<file path="config.mk">
export PLATFORM = sky130hd
export DESIGN_NAME = bin2bcd_seq
export DESIGN_NICKNAME = d
export VERILOG_FILES = /design/src/rtl/bin2bcd_pkg.sv /design/src/rtl/bcd_add3.sv /design/src/rtl/bin2bcd_seq.sv
export SDC_FILE = /design/constraint.sdc
export NUM_CORES = 1
export LEC_CHECK = 0
export CAP_MARGIN = 20
export CORE_ASPECT_RATIO = 1.5
export CORE_UTILIZATION = 40
export CTS_BUF_LIST = sky130_fd_sc_hd__clkbuf_16
export DETAILED_ROUTE_END_ITERATION = 8
export SYNTH_ARGS = -nofsm -noshare
export SYNTH_HDL_FRONTEND = slang
export SYNTH_SLANG_ARGS = --single-unit
export TNS_END_PERCENT = 100
</file>
<file path="constraint.sdc">
create_clock -name clk_i -period 1.7 [get_ports clk_i]
set_input_delay 0.17 -clock clk_i [delete_from_list [all_inputs] [get_ports clk_i]]
set_output_delay 0.17 -clock clk_i [all_outputs]
set_load 0.05 [all_outputs]
</file>
<file path="src/rtl/bin2bcd_pkg.sv">
// Shared types, constants and the per-digit adjust helper for the sequential
// binary-to-BCD converter.
package bin2bcd_pkg;

  typedef enum logic [1:0] {
    IDLE  = 2'd0,
    SHIFT = 2'd1,
    DONE  = 2'd2
  } state_e;

  localparam logic [3:0] BCD_BLANK = 4'hF;

  // Double-dabble digit correction: a digit of 5 or more would exceed 9 after the shift.
  function automatic logic [3:0] add3(input logic [3:0] digit);
    return (digit >= 4'd5) ? digit + 4'd3 : digit;
  endfunction

endpackage

</file>
<file path="src/rtl/bcd_add3.sv">
// Combinational single-digit adjust applied to each scratch digit before a shift.
module bcd_add3
  import bin2bcd_pkg::*;
(
  input  logic [3:0] digit_i,
  output logic [3:0] digit_o
);

  assign digit_o = add3(digit_i);

endmodule

</file>
<file path="src/rtl/bin2bcd_seq.sv">
// Sequential shift-add-3 binary-to-BCD converter, one input bit per clock.
// Optional leading-zero blanking on the output is enabled by BIN2BCD_BLANK_EN.
module bin2bcd_seq
  import bin2bcd_pkg::*;
#(
  parameter int WIDTH  = 14,
  parameter int DIGITS = 5
) (
  input  logic                clk_i,
  input  logic                rst_ni,
  input  logic                start_i,
  input  logic [WIDTH-1:0]    bin_i,
  output logic                busy_o,
  output logic                valid_o,
  output logic [4*DIGITS-1:0] bcd_o,
  output logic                overflow_o
);

  localparam int CW = $clog2(WIDTH + 1);
  localparam int BW = 4 * DIGITS;

  state_e            state_q;
  logic [CW-1:0]     cnt_q;
  logic [BW-1:0]     bcd_s_q;
  logic [WIDTH-1:0]  bin_s_q;
  logic              ovf_s_q;
  logic              busy_q;
  logic              valid_q;
  logic [BW-1:0]     bcd_q;
  logic              ovf_q;

  logic [BW-1:0]     adj_s;
  logic [WIDTH:0]    bin_shift_s;
  logic [BW-1:0]     bcd_shift_d;
  logic [WIDTH-1:0]  bin_shift_d;
  logic [BW-1:0]     result_d;

  for (genvar g = 0; g < DIGITS; g++) begin : g_adj
    bcd_add3 u_add3 (
      .digit_i (bcd_s_q[4*g +: 4]),
      .digit_o (adj_s[4*g +: 4])
    );
  end

  assign bin_shift_s = {bin_s_q, 1'b0};
  assign bin_shift_d = bin_shift_s[WIDTH-1:0];
  assign bcd_shift_d = {adj_s[BW-2:0], bin_s_q[WIDTH-1]};

`ifdef BIN2BCD_BLANK_EN
  // Blank every digit above the most significant nonzero one; digit 0 always shows.
  always_comb begin
    logic seen;
    result_d = bcd_s_q;
    seen     = 1'b0;
    for (int i = DIGITS - 1; i >= 1; i--) begin
      if (bcd_s_q[4*i +: 4] != 4'd0) begin
        seen = 1'b1;
      end else if (!seen) begin
        result_d[4*i +: 4] = BCD_BLANK;
      end else begin
        result_d[4*i +: 4] = bcd_s_q[4*i +: 4];
      end
    end
  end
`else
  assign result_d = bcd_s_q;
`endif

  always_ff @(posedge clk_i or negedge rst_ni) begin
    if (!rst_ni) begin
      state_q <= IDLE;
      cnt_q   <= '0;
      bcd_s_q <= '0;
      bin_s_q <= '0;
      ovf_s_q <= 1'b0;
      busy_q  <= 1'b0;
      valid_q <= 1'b0;
      bcd_q   <= '0;
      ovf_q   <= 1'b0;
    end else begin
      valid_q <= 1'b0;
      case (state_q)
        IDLE: begin
          if (start_i) begin
            bin_s_q <= bin_i;
            bcd_s_q <= '0;
            cnt_q   <= CW'(WIDTH);
            ovf_s_q <= 1'b0;
            busy_q  <= 1'b1;
            state_q <= SHIFT;
          end
        end
        SHIFT: begin
          bcd_s_q <= bcd_shift_d;
          bin_s_q <= bin_shift_d;
          if (adj_s[BW-1]) begin
            ovf_s_q <= 1'b1;
          end
          cnt_q <= cnt_q - CW'(1);
          if (cnt_q == CW'(1)) begin
            state_q <= DONE;
          end
        end
        DONE: begin
          bcd_q   <= result_d;
          ovf_q   <= ovf_s_q;
          valid_q <= 1'b1;
          busy_q  <= 1'b0;
          state_q <= IDLE;
        end
        default: begin
          busy_q  <= 1'b0;
          state_q <= IDLE;
        end
      endcase
    end
  end

  assign busy_o     = busy_q;
  assign valid_o    = valid_q;
  assign bcd_o      = bcd_q;
  assign overflow_o = ovf_q;

endmodule

</file>
==> flow_metrics.py, run 1 <==
metrics = {
    "power": {
        "switchingPower_mw": 3.062,
        "powerDensity_nw_per_um2": 2046,
        "vdd_drop_max_mv": 1.186,
        "p_sw_frac": 0.4104,
        "cellInternalPower_mw": 4.399,
        "pwr-share-clk": 0.206,
        "leakagePower_nw": 1.712,
        "combPwrFrac": 0.446,
        "power_frac_seq": 0.348,
    },
    "global_route": {
        "grt_overflow_total": 0,
        "antenna_found_initial": 0,
        "grt_pass1_wl_um": 10170,
        "grt_max_degree": 65,
        "grt_usage": 0.1765,
        "grt_pass1_vias": 2215,
    },
    "finish": {
        "diodes": 0,
        "drive_gt1_frac": 0.1295,
        "syn_to_final_growth_pct": 25.39,
        "final_core_util": 0.5250,
        "fin_nets": 358,
        "instances_no_fill": 410,
        "fillCellCount": 670,
    },
    "sta": {
        "setup_tns_ps": 0,
        "rsz0062_at_grt": "no",
        "worstMarginPinSlew_ps": 487.8,
        "setup_viol": 0,
        "max_freq_mhz": 609.0,
        "period_needed_ps": 1642,
        "finalCritPeriodShare": 0.9659,
        "slew_headroom": 0.6738,
        "finClkSkew_ps": 5.183,
        "hold_viol": 0,
        "drv_slew": 0,
    },
    "critical_path": {
        "worstPathRequired_ps": 1530,
        "path_delay_family": "buffers and inverters",
        "path_cells": "clkdlybuf4s50_1",
        "path_class": "flip-flop to primary output",
        "cpPeakStageDelay_ps": 800,
        "cp_slowest_cell": "clkdlybuf4s50_1",
        "end_kind": "primary output",
        "crit_buf_inv": 1,
        "crit_path_max_fanout": 2,
        "worst_setup_path_start_kind": "flip-flop",
        "crit_arrival_ps": 1470,
    },
    "clocking": {
        "cts_inserted_buffers": 9,
        "cts.path.max_buffers": 2,
        "cts-root-buf": "clkbuf_16",
        "clkLatencyLatePin_ps": 330,
        "htree_levels": 3,
        "cts.clk_slew.worst_paths_ps": 50,
        "clock_sinks": 64,
        "ctsResizeCount": 0,
        "cts_tree": "yes",
    },
    "yosys": {
        "synth_top_area_cell": "dfrtp_1",
        "synthesis.nets": 309,
        "synth.distinct_cells": 32,
        "yosys.area_share.simple": 0.1261,
        "synth_fa_ha_area_frac": 0.05164,
        "yosysWarnings": 0,
        "syn_avg_cell_area_um2": 10.38,
        "ys_seq_elements": 64,
        "ys_seq_area_frac": 0.5508,
        "netlist_instances": 280,
        "synthTopCellsByArea": "dfrtp_1, nand2_1, ha_1",
        "synth_area_um2": 2908,
        "synth-xor-area-share": 0.02711,
        "muxShareOfSynthArea": 0.04260,
        "synth_top_family_by_area": "compound AO/OA/AOI/OAI gates",
        "synth_compound_area_frac": 0.1575,
        "synth_top_area_frac": 0.5508,
    },
    "place": {
        "dp_hpwl_um": 3710,
        "dp.cells": 395,
        "io_buffers": 39,
        "place.gp.congestion": 0.8000,
    },
    "floorplanning": {
        "core.rowCount": 37,
        "die_w_um": 71.62,
        "pin_count": 40,
        "coreArea_um2": 6944,
        "dieArea_um2": 7622,
        "die_y_um": 106.4,
        "initial_utilization": 0.4187,
    },
    "routing": {
        "drt-initial-drc-count": 112,
        "vias_per_cell": 5.337,
        "wl_per_cell_um": 14.05,
        "ant_nets": 0,
        "drc": 0,
        "vias": 2188,
        "routed_wl_um": 5761,
        "dr.pass1.iters": 4,
    },
    "flow_run": {
        "maxCapViolations": 0,
    },
    "hold_path": {
        "hp-class": "input port to async pin",
    },
    "outcome": {
        "outcome": "finished, final reports clean",
    },
}
[cells in the mapped netlist]
master,count
a21oi_1,9
a31oi_1,16
a32o_1,5
and3_1,1
buf_2,7
buf_4,4
clkbuf_1,2
dfrtp_1,64
ha_1,12
inv_1,14
inv_2,1
mux2_1,9
mux2_2,2
nand2_1,45
nand2_2,1
nand2_4,1
nand2b_1,5
nand3_1,7
nor2_1,19
nor2_2,1
nor2_4,1
nor2b_1,1
nor3_1,1
nor3b_1,1
o21ai_0,22
o21ai_1,1
o22ai_1,5
o311ai_1,5
o31ai_1,5
o32ai_1,4
xnor2_1,5
xor2_1,4
[layer usage]
metal	GRT usage	vias to the layer above	part of all wire
met5	0	-	0
met4	0.08403	0	0.023
met3	0.05213	9	0.027
met2	0.2918	36	0.52
met1	0.2075	1070	0.43
li1	-	1073	-
[registers in the layout (all words and copies together) (netlist names)]
register,count
bin_s_q,14
bcd_o,20
state_q,2
cnt_q,4
overflow_o,1
busy_o,1
valid_o,1
bcd_s_q,20
ovf_s_q,1
[power by group through the flow]
| stage | Clock, mW | Sequential, mW | Combinational [mW] |
|---|---|---|---|
| 6_report | 1.53 | 2.60 | 3.33 |
| 2_1_floorplan | 0 | 3.10 | 1.91 |
| 5_1_grt | 1.65 | 2.69 | 3.68 |
| 3_3_place_gp | 0 | 2.60 | 3.29 |
| 3_5_place_dp | 0 | 2.62 | 3.35 |
| 4_1_cts | 1.57 | 2.60 | 3.37 |
[final timing paths]
path	start	to	slack (ps)	cells past startpoint
max	bcd_o[12]	bcd_o[12]	60	1
min	rst_ni	busy_o	380	3
max reg2reg	bcd_s_q[13]	bcd_s_q[13]	140	6
min reg2reg	bcd_o[9]	bcd_o[9]	470	2
max in group asynchronous	rst_ni	bcd_o[18]	1040	3
min in group clk_i	bin_i[4]	bin_s_q[4]	400	3
[layout by cell type, fill, tap and decap left out, drive strengths merged]
master,synthesis,layout
o32ai,4,4
clkinv,0,2
nand2b,5,5
nor2b,1,1
buf,11,26
o21ai,23,23
o22ai,5,5
clkbuf,2,9
o311ai,5,5
inv,15,18
dlygate4sd3,0,1
a31oi,16,16
ha,12,12
clkdlybuf4s50,0,24
nand3,7,7
dfrtp,64,64
mux2,11,11
nand2,47,47
xor2,4,4
and3,1,1
nor3b,1,1
a32o,5,5
xnor2,5,5
o31ai,5,5
nor3,1,1
nor2,21,21
a21oi,9,9
[through the flow]
stage	power, mW	hold slack (ps)	setup slack [ps]	instance area, µm²
final	7.460	379.5	57.89	3646
after global routing	8.014	417.1	5.863	3646
after CTS	7.543	394.0	46.34	3646
after detailed placement	5.972	211.7	188.8	3391
after global placement	5.890	210.5	209.0	3391
after floorplan	5.015	-125.6	367.7	2908
[tightest hold or removal path, delay by kind of cell]
| kind | cells | cell delay (ps) |
|---|---|---|
| buffers and inverters | 3 | 940 |
[layout make-up]
type	instances	area, µm²	share of cell area
Timing Repair Buffer	51	467.9	0.1283
Clock inverter	5	20.02	0.005491
Clock buffer	9	225.2	0.06177
Sequential cell	64	1602	0.4393
Tap cell	78	97.59	0.02677
Inverter	15	56.30	0.01544
Multi-Input combinational cell	188	1177	0.3229
[cell families after synthesis]
| logic type | count (synthesis) |
|---|---|
| buffers and inverters | 28 |
| flip-flops | 64 |
| multiplexers | 11 |
| AND/OR/NAND/NOR | 84 |
| adder cells (fa/ha/maj) | 12 |
| XOR/XNOR | 9 |
| AO/OA/AOI/OAI | 72 |
[what timing repair did]
| item | in CTS | in global routing |
|---|---|---|
| buffers inserted | 0 | 0 |
| hold endpoints to repair | 64 | 0 |
| hold buffers | 1 | 0 |
Note: power is estimated with default switching activity, not from simulation.
==> inputs of run 2 (changes only) <==
CTS_BUF_LIST = unset   (was sky130_fd_sc_hd__clkbuf_16)
GPL_ROUTABILITY_DRIVEN = 0   (was unset)
==> run 2 against run 1 <==
Against the previous run:
- register-to-register slack improved by 30 ps
- total power decreased by 6.3%
- first-iteration DRC count decreased by 19%
- sequential share of layout area increased by 1.1 points
- critical path depth unchanged
- worst hold slack got worse by 20 ps
- combinational power about the same
- via count increased by 0.41%
- critical endpoint is now bcd_o[1]
- largest cell class unchanged
- largest power group unchanged
==> flow_metrics.py, run 2 (same netlist as run 1, synthesis figures left out) <==
metrics = {
    "outcome": {
        "outcome": "finished, final reports clean",
    },
    "routing": {
        "vias_per_cell": 5.359,
        "dr.pass1.iters": 4,
        "drc": 0,
        "vias": 2197,
        "ant_nets": 0,
        "drt-initial-drc-count": 91,
        "wl_per_cell_um": 13.99,
        "routed_wl_um": 5737,
    },
    "critical_path": {
        "crit_arrival_ps": 1470,
        "worst_setup_path_start_kind": "flip-flop",
        "cp_slowest_cell": "clkdlybuf4s50_1",
        "regToRegSetupSlack_ps": 170,
        "worstReg2RegStart": "bcd_s_q[13]",
        "r2r-end": "bcd_s_q[13]",
        "worstRegToRegCells": 6,
        "path_cells": "clkdlybuf4s50_1",
        "cpPeakStageDelay_ps": 800,
        "worstPathRequired_ps": 1530,
        "path_delay_family": "buffers and inverters",
        "crit_path_max_fanout": 2,
        "path_class": "flip-flop to primary output",
        "end_kind": "primary output",
        "crit_buf_inv": 1,
    },
    "clocking": {
        "cts_tree": "yes",
        "cts.clk_slew.worst_paths_ps": 70,
        "cts_inserted_buffers": 9,
        "clock_sinks": 64,
        "clkLatencyLatePin_ps": 340,
        "cts.path.max_buffers": 2,
        "cts-root-buf": "clkbuf_8",
        "cts_setup_buffers": 0,
        "htree_levels": 3,
    },
    "finish": {
        "instances_no_fill": 410,
        "final_cell_mix": "dfrtp_1, nand2_1, buf_4, o21ai_0, clkdlybuf4s50_1",
        "fillCellCount": 679,
        "regArea_um2": 1602,
        "drive_gt1_frac": 0.1325,
        "multi_input_area_um2": 1177,
        "fin_nets": 358,
        "final_common_cell": "dfrtp_1",
        "diodes": 0,
        "syn_to_final_growth_pct": 22.42,
    },
    "floorplanning": {
        "coreArea_um2": 6944,
        "core.rowCount": 37,
        "initial_utilization": 0.4187,
        "pin_count": 40,
        "dieArea_um2": 7622,
        "die_y_um": 106.4,
        "die_w_um": 71.62,
    },
    "place": {
        "dp_hpwl_um": 3710,
        "io_buffers": 39,
        "dp.cells": 395,
    },
    "power": {
        "power_mw": 6.993,
        "switchingPower_mw": 2.990,
        "vdd_drop_max_mv": 0.8436,
        "powerDensity_nw_per_um2": 1965,
        "combPwrFrac": 0.474,
        "leakagePower_nw": 1.695,
        "cellInternalPower_mw": 4.003,
        "pwr-share-clk": 0.156,
        "power_frac_seq": 0.370,
        "p_sw_frac": 0.4276,
    },
    "global_route": {
        "antenna_found_initial": 0,
        "grt_usage": 0.1740,
        "grt_pass1_wl_um": 10080,
        "grt_max_degree": 65,
        "grt_overflow_total": 0,
        "grt_pass1_vias": 2216,
    },
    "sta": {
        "max_freq_mhz": 608.2,
        "period_needed_ps": 1644,
        "slew_headroom": 0.6677,
        "hold_ws_ps": 359.4,
        "finClkSkew_ps": 7.814,
        "rsz0062_at_grt": "no",
        "worstMarginPinSlew_ps": 497.6,
        "drv_slew": 0,
        "hold_viol": 0,
        "finalCritPeriodShare": 0.9671,
        "setup_viol": 0,
        "setup_tns_ps": 0,
    },
    "flow_run": {
        "maxCapViolations": 0,
    },
    "hold_path": {
        "hp-class": "input port to async pin",
    },
}
-- run 2: worst max path at each step --
stage	startpoint	endpoint	slack [ps]	cells past startpoint
finish	bcd_o[1]	bcd_o[1]	60	1
global route	bcd_o[1]	bcd_o[1]	4	1
CTS	bcd_o[12]	bcd_o[12]	30	1
detailed placement	bcd_s_q[16]	bcd_s_q[17]	190	6
global placement	bcd_s_q[1]	bcd_s_q[1]	210	6
floorplan	state_q[0]	bcd_o[10]	370	5
-- run 2: worst reg2reg max path, stage by stage, from the launching register on --
cell and delay (ps):
dfrtp_1 400, inv_1 140, ha_1 210, nand2b_1 70, a21oi_1 320, xnor2_1 170
o22ai_1 90
-- run 2: final cells by class --
class | count | area share
clock buffer | 13 | 0.04183
clock inverter | 1 | 0.001406
inverter | 15 | 0.01582
multi-input combinational | 188 | 0.3308
sequential | 64 | 0.4499
tap | 78 | 0.02742
timing repair buffer | 51 | 0.1329
-- run 2: routing by layer --
| layer | vias to the layer above | wire length, µm | track usage |
|---|---|---|---|
| met5 | - | 0 | 0 |
| met4 | 0 | 141 | 0.1092 |
| met3 | 11 | 175 | 0.03223 |
| met2 | 46 | 2951 | 0.2938 |
| met1 | 1065 | 2468 | 0.1998 |
| li1 | 1075 | - | - |
-- run 2: what timing repair did --
action,4_1_cts,5_1_grt
resized for setup,0,2
hold endpoints to repair,64,0
hold buffers,1,0
setup endpoints to repair,0,2
-- run 2: per-stage QoR --
step           cell area [µm²]  setup WS (ps)  utilization
2_1_floorplan             2908          367.7            -
3_3_place_gp              3391          209.0       0.4883
3_5_place_dp              3391          188.8       0.4883
4_1_cts                   3555          26.40       0.5119
5_1_grt                   3560          3.516       0.5126
6_report                  3560          55.93       0.5126
-- run 2: power groups by stage --
stage	logic [mW]	registers (mW)	clock network [mW]
after global routing	3.68	2.68	1.18
final	3.32	2.59	1.09
after floorplan	1.91	3.10	0
after global placement	3.29	2.60	0
after detailed placement	3.35	2.62	0
after CTS	3.37	2.60	1.11
==> inputs of run 3 (changes only) <==
CTS_CLUSTER_DIAMETER = 60   (was unset)
==> results of run 3 <==
Same layout as run 2: the final DEF is identical, and so are final timing and power.
